**src/rtl/hash_arbiter_if.sv**
```systemverilog
// Hash unit side of the arbiter: level start plus latched key out,
// sticky ready plus hash value back.
interface hash_arbiter_if #(
    parameter int KEY_W = 64,
    parameter int VAL_W = 32
);
    logic             hash_start;
    logic [KEY_W-1:0] hash_key;
    logic             hash_ready;
    logic [VAL_W-1:0] hash_val;

    modport master (
        output hash_start,
        output hash_key,
        input  hash_ready,
        input  hash_val
    );

    modport slave (
        input  hash_start,
        input  hash_key,
        output hash_ready,
        output hash_val
    );
endinterface

```
**src/rtl/hash_arbiter.sv**
```systemverilog
// Round-robin arbiter sharing one multi-cycle hash unit between
// NUM_REQ key builders, with hang timeout and id-tagged responses.
module hash_arbiter #(
    parameter int NUM_REQ = 4,
    parameter int KEY_W   = 64,
    parameter int VAL_W   = 32,
    parameter int TIMEOUT = 16
) (
    input  logic                     clk,
    input  logic                     rst,
    input  logic [NUM_REQ-1:0]       req_i,
    input  logic [NUM_REQ*KEY_W-1:0] key_i,
    output logic [NUM_REQ-1:0]       grant_o,
    output logic                     resp_valid_o,
    output logic [((NUM_REQ > 1) ? $clog2(NUM_REQ) : 1)-1:0] resp_id_o,
    output logic [VAL_W-1:0]         resp_hash_o,
    output logic                     resp_err_o,
    output logic                     busy_o,
    hash_arbiter_if.master           hif
);
    localparam int ID_W  = (NUM_REQ > 1) ? $clog2(NUM_REQ) : 1;
    localparam int CNT_W = $clog2(TIMEOUT) + 1;

    typedef enum logic [1:0] {
        S_IDLE,
        S_START,
        S_WAIT,
        S_RELEASE
    } state_t;

    state_t             r_state, w_state;
    logic [ID_W-1:0]    r_rr, w_rr;
    logic [ID_W-1:0]    r_id, w_id;
    logic [KEY_W-1:0]   r_key, w_key;
    logic               r_start, w_start;
    logic [CNT_W-1:0]   r_cnt, w_cnt;
    logic [NUM_REQ-1:0] r_grant, w_grant;
    logic               r_rvalid, w_rvalid;
    logic [ID_W-1:0]    r_rid, w_rid;
    logic [VAL_W-1:0]   r_rhash, w_rhash;
    logic               r_rerr, w_rerr;
    logic               r_busy, w_busy;

    logic               w_found;
    logic [ID_W-1:0]    w_pick;
    logic [ID_W:0]      w_scan;
    logic [ID_W:0]      w_inc;

    // Round-robin scan starting at r_rr, plus the pointer after the pick
    always_comb begin
        w_found = 1'b0;
        w_pick  = '0;
        w_scan  = '0;
        for (int i = 0; i < NUM_REQ; i++) begin
            w_scan = {1'b0, r_rr} + (ID_W+1)'(i);
            if (w_scan >= (ID_W+1)'(NUM_REQ))
                w_scan = w_scan - (ID_W+1)'(NUM_REQ);
            if (!w_found && req_i[w_scan[ID_W-1:0]]) begin
                w_found = 1'b1;
                w_pick  = w_scan[ID_W-1:0];
            end
        end
        w_inc = {1'b0, w_pick} + (ID_W+1)'(1);
        if (w_inc >= (ID_W+1)'(NUM_REQ))
            w_inc = '0;
    end

    // Next-state and next-output logic of the handshake sequencer
    always_comb begin
        w_state  = r_state;
        w_rr     = r_rr;
        w_id     = r_id;
        w_key    = r_key;
        w_start  = r_start;
        w_cnt    = r_cnt;
        w_grant  = '0;
        w_rvalid = 1'b0;
        w_rid    = r_rid;
        w_rhash  = r_rhash;
        w_rerr   = r_rerr;
        unique case (r_state)
            S_IDLE: begin
                if (w_found) begin
                    w_state = S_START;
                    w_grant = NUM_REQ'(1) << w_pick;
                    w_key   = key_i[w_pick*KEY_W +: KEY_W];
                    w_id    = w_pick;
                    w_rr    = w_inc[ID_W-1:0];
                end
            end
            S_START: begin
                w_start = 1'b1;
                w_cnt   = '0;
                w_state = S_WAIT;
            end
            S_WAIT: begin
                if (r_cnt != '1)
                    w_cnt = r_cnt + CNT_W'(1);
                // ready is stale from the last op until the unit sees start
                if (hif.hash_ready && r_cnt >= CNT_W'(2)) begin
                    w_rvalid = 1'b1;
                    w_rid    = r_id;
                    w_rhash  = hif.hash_val;
                    w_rerr   = 1'b0;
                    w_start  = 1'b0;
                    w_state  = S_RELEASE;
                end else if (r_cnt == CNT_W'(TIMEOUT-1)) begin
                    w_rvalid = 1'b1;
                    w_rid    = r_id;
                    w_rhash  = '0;
                    w_rerr   = 1'b1;
                    w_start  = 1'b0;
                    w_state  = S_RELEASE;
                end
            end
            S_RELEASE: begin
                w_state = S_IDLE;
            end
            default: begin
                w_state = S_IDLE;
            end
        endcase
        w_busy = (w_state != S_IDLE);
    end

    // State and registered outputs, synchronous reset
    always_ff @(posedge clk) begin
        if (rst) begin
            r_state  <= S_IDLE;
            r_rr     <= '0;
            r_id     <= '0;
            r_key    <= '0;
            r_start  <= 1'b0;
            r_cnt    <= '0;
            r_grant  <= '0;
            r_rvalid <= 1'b0;
            r_rid    <= '0;
            r_rhash  <= '0;
            r_rerr   <= 1'b0;
            r_busy   <= 1'b0;
        end else begin
            r_state  <= w_state;
            r_rr     <= w_rr;
            r_id     <= w_id;
            r_key    <= w_key;
            r_start  <= w_start;
            r_cnt    <= w_cnt;
            r_grant  <= w_grant;
            r_rvalid <= w_rvalid;
            r_rid    <= w_rid;
            r_rhash  <= w_rhash;
            r_rerr   <= w_rerr;
            r_busy   <= w_busy;
        end
    end

    assign grant_o        = r_grant;
    assign resp_valid_o   = r_rvalid;
    assign resp_id_o      = r_rid;
    assign resp_hash_o    = r_rhash;
    assign resp_err_o     = r_rerr;
    assign busy_o         = r_busy;
    assign hif.hash_start = r_start;
    assign hif.hash_key   = r_key;
endmodule
```
**src/flat_wrapper.sv**
```systemverilog
// flat-port wrapper written by rule: the top's interface ports become plain ports
module hash_arbiter_flat 
#(
    parameter int NUM_REQ = 4,
    parameter int KEY_W   = 64,
    parameter int VAL_W   = 32,
    parameter int TIMEOUT = 16
)
  (clk, rst, req_i, key_i, grant_o, resp_valid_o, resp_id_o, resp_hash_o, resp_err_o, busy_o, hif_hash_start, hif_hash_key, hif_hash_ready, hif_hash_val);
  hash_arbiter_if #(.KEY_W(KEY_W), .VAL_W(VAL_W)) hif_i ();
  input  logic clk;
  input  logic rst;
  input  logic [NUM_REQ-1:0] req_i;
  input  logic [NUM_REQ*KEY_W-1:0] key_i;
  output logic [NUM_REQ-1:0] grant_o;
  output logic resp_valid_o;
  output logic [((NUM_REQ > 1) ? $clog2(NUM_REQ) : 1)-1:0] resp_id_o;
  output logic [VAL_W-1:0] resp_hash_o;
  output logic resp_err_o;
  output logic busy_o;
  output wire logic [$bits(hif_i.hash_start)-1:0] hif_hash_start;
  output wire logic [$bits(hif_i.hash_key)-1:0] hif_hash_key;
  input wire logic [$bits(hif_i.hash_ready)-1:0] hif_hash_ready;
  input wire logic [$bits(hif_i.hash_val)-1:0] hif_hash_val;
  assign hif_hash_start = hif_i.hash_start;
  assign hif_hash_key = hif_i.hash_key;
  assign hif_i.hash_ready = hif_hash_ready;
  assign hif_i.hash_val = hif_hash_val;
  hash_arbiter #(.NUM_REQ(NUM_REQ), .KEY_W(KEY_W), .VAL_W(VAL_W), .TIMEOUT(TIMEOUT)) u_core (.clk(clk), .rst(rst), .req_i(req_i), .key_i(key_i), .grant_o(grant_o), .resp_valid_o(resp_valid_o), .resp_id_o(resp_id_o), .resp_hash_o(resp_hash_o), .resp_err_o(resp_err_o), .busy_o(busy_o), .hif(hif_i));
endmodule
```
**config.mk**
```make
export PLATFORM = sky130hd
export DESIGN_NAME = hash_arbiter_flat
export DESIGN_NICKNAME = d
export VERILOG_FILES = /design/src/rtl/hash_arbiter_if.sv /design/src/rtl/hash_arbiter.sv /design/src/flat_wrapper.sv
export SDC_FILE = /design/constraint.sdc
export NUM_CORES = 1
export LEC_CHECK = 0
export CAP_MARGIN = 40
export CORE_AREA = 2 2 155 157
export DETAILED_ROUTE_END_ITERATION = 7
export DIE_AREA = 0 0 157 159
export PLACE_DENSITY = 0.71
export SLEW_MARGIN = 10
export SYNTH_ARGS = -nofsm -noshare
export SYNTH_HDL_FRONTEND = slang
export SYNTH_SLANG_ARGS = --single-unit
```
**constraint.sdc**
```tcl
create_clock -name clk -period 1.7 [get_ports clk]
set_input_delay 0.34 -clock clk [delete_from_list [all_inputs] [get_ports clk]]
set_output_delay 0.34 -clock clk [all_outputs]
set_load 0.02 [all_outputs]
```
==> flow_metrics.py, run 1 <==
metrics = {
    "synthesis": {
        "yosysSeqAreaShare": 0.392,
        "synth-seq-cells": 117,
        "syn_nets": 875,
        "async_flop_share": 0,
        "synth-main-ff-cell": "dfxtp_1",
        "syn-cell-area_um2": 5980,
        "synth_edf_count": 0,
        "synth_warnings": 0,
        "syn_area_per_cell_um2": 10.5,
        "synth_cell_types": 44,
        "synth_cells": 572,
    },
    "route": {
        "viasPerCell": 4.71,
        "drt_iter0_drc": 171,
        "finalWirelength_um": 26400,
        "drc_errors": 0,
        "ant_nets": 0,
        "num_vias": 6376,
        "firstDrtPassIters": 4,
        "wl_per_cell_um": 19.5,
    },
    "timing": {
        "fmax_mhz": 534,
        "rsz0062_at_grt": "yes",
        "holdWs_ns": 0.245,
        "worstMarginPinSlew_ns": 0.508,
        "fin_skew_ns": 0.0151,
        "finalWorstSetupSlack_ns": -0.174,
        "slew_headroom": 0.662,
        "finalCriticalPeriod_ns": 1.87,
        "hold_viol": 0,
        "setup_viol": 83,
        "finalCritPeriodShare": 1.10,
        "maxSlewViolCount": 0,
    },
    "critical_path": {
        "worstPathCellList": "mux2i_1 > o22ai_2 > nor2_4 > buf_12 > buf_12 > buf_16 > buf_12 > mux2i_1 > o221ai_2",
        "start_kind": "register",
        "ff2ff_setup_slack_ns": -0.17,
        "max_stage_delay_ns": 0.37,
        "cp.arrival_ns": 2.17,
        "cpMostUsedCell": "buf_12",
        "cp_max_fo": 7,
        "critPathRequiredTime_ns": 1.99,
        "end_kind": "register",
        "path_class": "reg2reg",
        "cp_slowest_cell": "dfxtp_4",
    },
    "placed_design": {
        "place.port_buffers": 400,
        "gp_congestion": 0.803,
        "dp_hpwl_um": 18200,
        "place_inst": 1294,
    },
    "clock_tree": {
        "clk_pin_slew_worst_paths_ns": 0.06,
        "ctsRootBufferMaster": "clkbuf_16",
        "numCtsBuffers": 17,
        "htreeDepth": 4,
        "cts_sinks": 117,
        "cts_tree": "yes",
        "clock_path_buffers": 2,
        "hold_buffers": 0,
        "worstSkewPairLatency_ns": 0.42,
    },
    "die": {
        "io_pins": 401,
        "die-height_um": 159,
        "dieArea_um2": 25000,
        "initial_core_util": 0.258,
        "die_x_um": 157,
        "num_rows": 56,
        "core_area_um2": 23200,
    },
    "power": {
        "p_per_area_nw_per_um2": 1290,
        "p_total_mw": 16.0,
        "vdd_drop_max_mv": 0.699,
        "cellLeakagePower_nw": 5.03,
    },
    "job": {
        "drv_cap": 0,
    },
    "layout": {
        "drive_above_1_share": 0.269,
        "utilization": 0.533,
        "finalNonFillerCells": 1354,
        "nNetsFinal": 1323,
        "areaGrowthSynthToFinish_pct": 106,
    },
    "global_route": {
        "grt_use_total": 0.194,
        "grt_start_max_net_pins": 46,
        "grt_overflow_total": 0,
        "grt_pass1_vias": 6672,
        "antenna_found_initial": 2,
        "grt_pass1_wl_um": 37300,
    },
    "status": {
        "status": "finished with violations",
        "violations": "negative setup slack",
    },
    "hold_path": {
        "hold_path.class": "in2reg",
    },
}
state kept, by name (all words and copies together) (netlist names), 2 cells and up:
signal / flops
u_core.r_rr: 2
u_core.grant_o: 4
u_core.resp_id_o: 2
u_core.r_state: 2
u_core.hif.hash_key: 64
u_core.r_cnt: 5
u_core.r_id: 2
u_core.resp_hash_o: 32
report_power, final:
part	leakage (nW)	total (mW)	internal, mW	switching, mW
combinational	3.80	8.35	4.23	4.12
sequential	0.960	4.06	3.61	0.447
clock	0.274	3.58	2.20	1.38
cell families (layout without fill, tap and decap cells):
kind of cell             Yosys count  count (layout)  share of synthesized area
XOR/XNOR                           1               1                    0.00146
multiplexers                     131             131                      0.219
AO/OA/AOI/OAI                    123             123                      0.208
buffers and inverters             57             518                     0.0671
flip-flops                       117             117                      0.392
adder cells (fa/ha/maj)            8               8                     0.0167
other                              0               2                          0
AND/OR/NAND/NOR                  135             135                     0.0956
routing by layer:
layer / wire length, um / global-route usage / vias up / share of wire
li1: - / - / 3052 / -
met1: 10100 / 0.216 / 3025 / 0.38
met2: 13600 / 0.351 / 254 / 0.52
met3: 1980 / 0.0582 / 43 / 0.075
met4: 650 / 0.0621 / 2 / 0.025
met5: 11 / 0 / - / 0.00042
Yosys cell counts (8+ instances only):
library cell,instances,area [um^2]
a21oi_1,9,45.0
a22oi_1,32,240
buf_2,15,75.1
buf_6,22,248
clkbuf_1,8,30.0
dfxtp_1,117,2340
ha_1,8,100
inv_1,9,33.8
mux2i_1,131,1310
nand2_1,70,263
nor2_1,44,165
o221ai_1,24,210
o221ai_2,40,601
per-stage QoR:
step	instance area (um^2)	TNS (ns)	setup WS, ns
finish	12400	-6.83	-0.174
global route	12300	-14.78	-0.254
CTS	11700	-6.82	-0.141
detailed placement	10600	-44.10	-0.637
global placement	10600	-39.66	-0.588
floorplan	5980	0	0.0194
worst max-delay path, delay by kind of cell (launching register included):
family	cells	cell delay (ns)
buffers and inverters	4	0.51
muxes	2	0.48
DFF	1	0.37
AOI/OAI and AO/OA	2	0.25
and+or+nand+nor	1	0.14
path summary, 6_finish.rpt:
kind / from / to / cells past startpoint
worst max-delay path: u_core.r_rr[1]$_SDFFE_PP0P_ / u_core.hif.hash_key[28]$_SDFFE_PP0P_ / 9
worst min-delay path: rst / u_core.r_rr[0]$_SDFFE_PP0P_ / 2
worst max register to register: u_core.r_rr[1]$_SDFFE_PP0P_ / u_core.hif.hash_key[28]$_SDFFE_PP0P_ / 9
worst min register to register: u_core.r_id[1]$_SDFFE_PP0P_ / u_core.r_id[1]$_SDFFE_PP0P_ / 2
cells in the final DEF, fill, tap and decap left out, types with 3 or more instances in the layout:
cell type / instances
nor3_1: 3
clkinvlp_4: 3
dlygate4sd2_1: 106
dfxtp_1: 114
buf_12: 16
mux2i_1: 66
buf_6: 15
ha_1: 3
clkdlybuf4s50_1: 289
clkinv_4: 3
dlymetal6s2s_1: 4
nand2b_1: 3
mux2i_4: 20
inv_1: 7
buf_4: 29
ha_4: 3
nor2_1: 43
nor2_4: 3
o221ai_1: 24
clkbuf_16: 22
a21oi_1: 8
mux2i_2: 45
nand2_1: 70
a22oi_2: 32
o221ai_2: 40
buf_16: 10
clkbuf_1: 3
area by class of cell:
| cell class | instances | area [um^2] |
|---|---|---|
| multi-input cells | 398 | 3970 |
| flip-flops and latches | 117 | 2350 |
| well taps | 319 | 399 |
| repair buffers | 477 | 5010 |
| clock inverters | 11 | 128 |
| inverters | 9 | 33.8 |
| diodes | 2 | 5.00 |
| fillers | 2007 | 10800 |
| clock buffers | 21 | 450 |
what timing repair did:
action                     CTS  global route
setup buffers               10             4
gates resized for setup    182           109
cloned                       7             6
setup endpoints to repair  173           112
pin swaps                    7            25
(Power assumes the default switching activity.)
==> run 2, diff against run 1 <==
--- a/config.mk
+++ b/config.mk
@@ -7,6 +7,7 @@
 export LEC_CHECK = 0
 export CAP_MARGIN = 40
 export CORE_AREA = 2 2 155 157
+export CTS_CLUSTER_SIZE = 40
 export DETAILED_ROUTE_END_ITERATION = 7
 export DIE_AREA = 0 0 157 159
 export PLACE_DENSITY = 0.71
==> results of run 2 <==
Same layout as run 1: the final DEF is identical, and so are final timing and power.
==> run 3, diff against run 2 <==
==> constraint.sdc (replaced) <==
create_clock -name clk -period 1.7 [get_ports clk]
set_input_delay 0.255 -clock clk [delete_from_list [all_inputs] [get_ports clk]]
set_output_delay 0.255 -clock clk [all_outputs]
set_load 0.02 [all_outputs]
==> run 3 against run 2 <==
Net effect: the run still ends with negative setup slack left; sequential share of layout area grew 0.068 points; via count shrank 1.5%; routed wire length shrank 5.1%; core utilization decreased by 0.19 points; sequential power increased by 1%; largest power group unchanged.
==> flow_metrics.py, run 3 (synthesized netlist as in run 1, its figures left out) <==
metrics = {
    "status": {
        "status": "finished with violations",
        "violations": "negative setup slack",
    },
    "layout": {
        "design_area_um2": 12300,
        "drive_above_1_share": 0.249,
        "final_cell_mix": "383 x clkdlybuf4s50_1, 114 x dfxtp_1, 71 x mux2i_1",
        "finalNonFillerCells": 1350,
        "final_common_cell": "clkdlybuf4s50_1",
        "areaGrowthSynthToFinish_pct": 106,
        "largest_reg_flops": 64,
        "nNetsFinal": 1318,
    },
    "route": {
        "wl_per_cell_um": 18.5,
        "num_vias": 6278,
        "viasPerCell": 4.65,
        "drt_iter0_drc": 235,
        "firstDrtPassIters": 4,
        "drc_errors": 0,
        "ant_nets": 0,
        "finalWirelength_um": 25000,
    },
    "power": {
        "switchingPower_mw": 5.90,
        "p_int_mw": 10.5,
        "vdd_drop_max_mv": 0.765,
        "p_clk_frac": 0.228,
        "switching_share": 0.359,
        "cellLeakagePower_nw": 4.71,
        "combPwrFrac": 0.522,
        "p_per_area_nw_per_um2": 1330,
        "seqPwrFrac": 0.250,
    },
    "clock_tree": {
        "worstSkewPairLatency_ns": 0.41,
        "ctsRootBufferMaster": "clkbuf_16",
        "cts_sinks": 117,
        "cts_tree": "yes",
        "numCtsBuffers": 17,
        "clock_path_buffers": 2,
        "clk_pin_slew_worst_paths_ns": 0.07,
        "hold_buffers": 0,
        "htreeDepth": 4,
    },
    "die": {
        "dieArea_um2": 25000,
        "io_pins": 401,
        "num_rows": 56,
        "die-height_um": 159,
        "initial_core_util": 0.258,
        "core_area_um2": 23200,
        "die_x_um": 157,
    },
    "critical_path": {
        "critPathRequiredTime_ns": 1.99,
        "cp.arrival_ns": 2.08,
        "worst_r2r_path_depth": 8,
        "cp_max_fo": 5,
        "end_kind": "register",
        "path_class": "reg2reg",
        "start_kind": "register",
    },
    "timing": {
        "setup_viol": 42,
        "finalCritPeriodShare": 1.05,
        "fmax_mhz": 559,
        "holdWs_ns": 0.287,
        "worstMarginPinSlew_ns": 0.502,
        "finalCriticalPeriod_ns": 1.79,
        "tns_ns": -1.46,
        "rsz0062_at_grt": "yes",
        "fin_skew_ns": 0.00737,
        "slew_headroom": 0.665,
        "hold_viol": 0,
        "maxSlewViolCount": 0,
        "finalWorstSetupSlack_ns": -0.0890,
    },
    "job": {
        "drv_cap": 0,
    },
    "placed_design": {
        "postPlaceCellArea_um2": 10500,
        "place.port_buffers": 400,
        "gp_congestion": 0.796,
        "place_ws_ns": -0.484,
        "place_inst": 1292,
        "dp_hpwl_um": 18000,
    },
    "global_route": {
        "grt_pass1_wl_um": 36200,
        "grt_overflow_total": 0,
        "antenna_found_initial": 4,
        "grt_pass1_vias": 6425,
        "grt_start_max_net_pins": 47,
        "grt_use_total": 0.188,
    },
    "hold_path": {
        "hold_path_depth": 3,
        "hold_path.class": "in2reg",
    },
}
[run 3: routing by layer]
metal | vias to the layer above | wire length (um) | GRT usage
li1 | 3029 | - | -
met1 | 2951 | 9450 | 0.204
met2 | 261 | 13000 | 0.340
met3 | 35 | 1980 | 0.0645
met4 | 2 | 585 | 0.0609
met5 | - | 7 | 0
[run 3: final cells by class]
type,count,area (um^2)
diodes,3,7.51
clock buffers,17,425
clock inverters,15,180
fillers,1972,10900
inverters,9,33.8
multi-input cells,398,3910
flip-flops and latches,117,2350
well taps,319,399
repair buffers,472,5000
[run 3: timing repair]
item | in CTS | in global routing
gates cloned | 2 | 4
endpoints found under the setup margin | 69 | 120
pin swaps | 5 | 36
resized for setup | 67 | 123
setup buffers | 9 | 11
[run 3: critical path: stages (launching register included)]
cell and delay (ns):
dfxtp_2 0.36, mux2i_1 0.21, o22ai_2 0.11, nor2_4 0.16, buf_6 0.14, buf_12 0.13, buf_6 0.15, mux2i_2 0.26
o221ai_2 0.13
[run 3: worst paths after layout]
kind                                                              to  slack (ns)                   startpoint
worst max-delay path            u_core.hif.hash_key[27]$_SDFFE_PP0P_       -0.09  u_core.r_rr[1]$_SDFFE_PP0P_
worst min-delay path                     u_core.r_rr[1]$_SDFFE_PP0P_        0.29                          rst
worst max register to register  u_core.hif.hash_key[27]$_SDFFE_PP0P_       -0.09  u_core.r_rr[1]$_SDFFE_PP0P_
worst min register to register           u_core.r_id[1]$_SDFFE_PP0P_        0.45  u_core.r_id[1]$_SDFFE_PP0P_
[run 3: power by group through the flow]
stage | Clock [mW] | Sequential [mW] | Combinational [mW]
after floorplan | 0 | 5.04 | 3.12
after global placement | 0 | 4.11 | 7.32
after detailed placement | 0 | 4.12 | 7.40
after CTS | 3.86 | 4.08 | 7.93
after global routing | 3.96 | 4.20 | 9.03
final | 3.74 | 4.10 | 8.57
[run 3: stage by stage]
step                      total power, mW  utilization
after floorplan                      8.16            -
after global placement               11.4        0.455
after detailed placement             11.5        0.455
after CTS                            15.9        0.500
after global routing                 17.2        0.531
final                                16.4        0.531
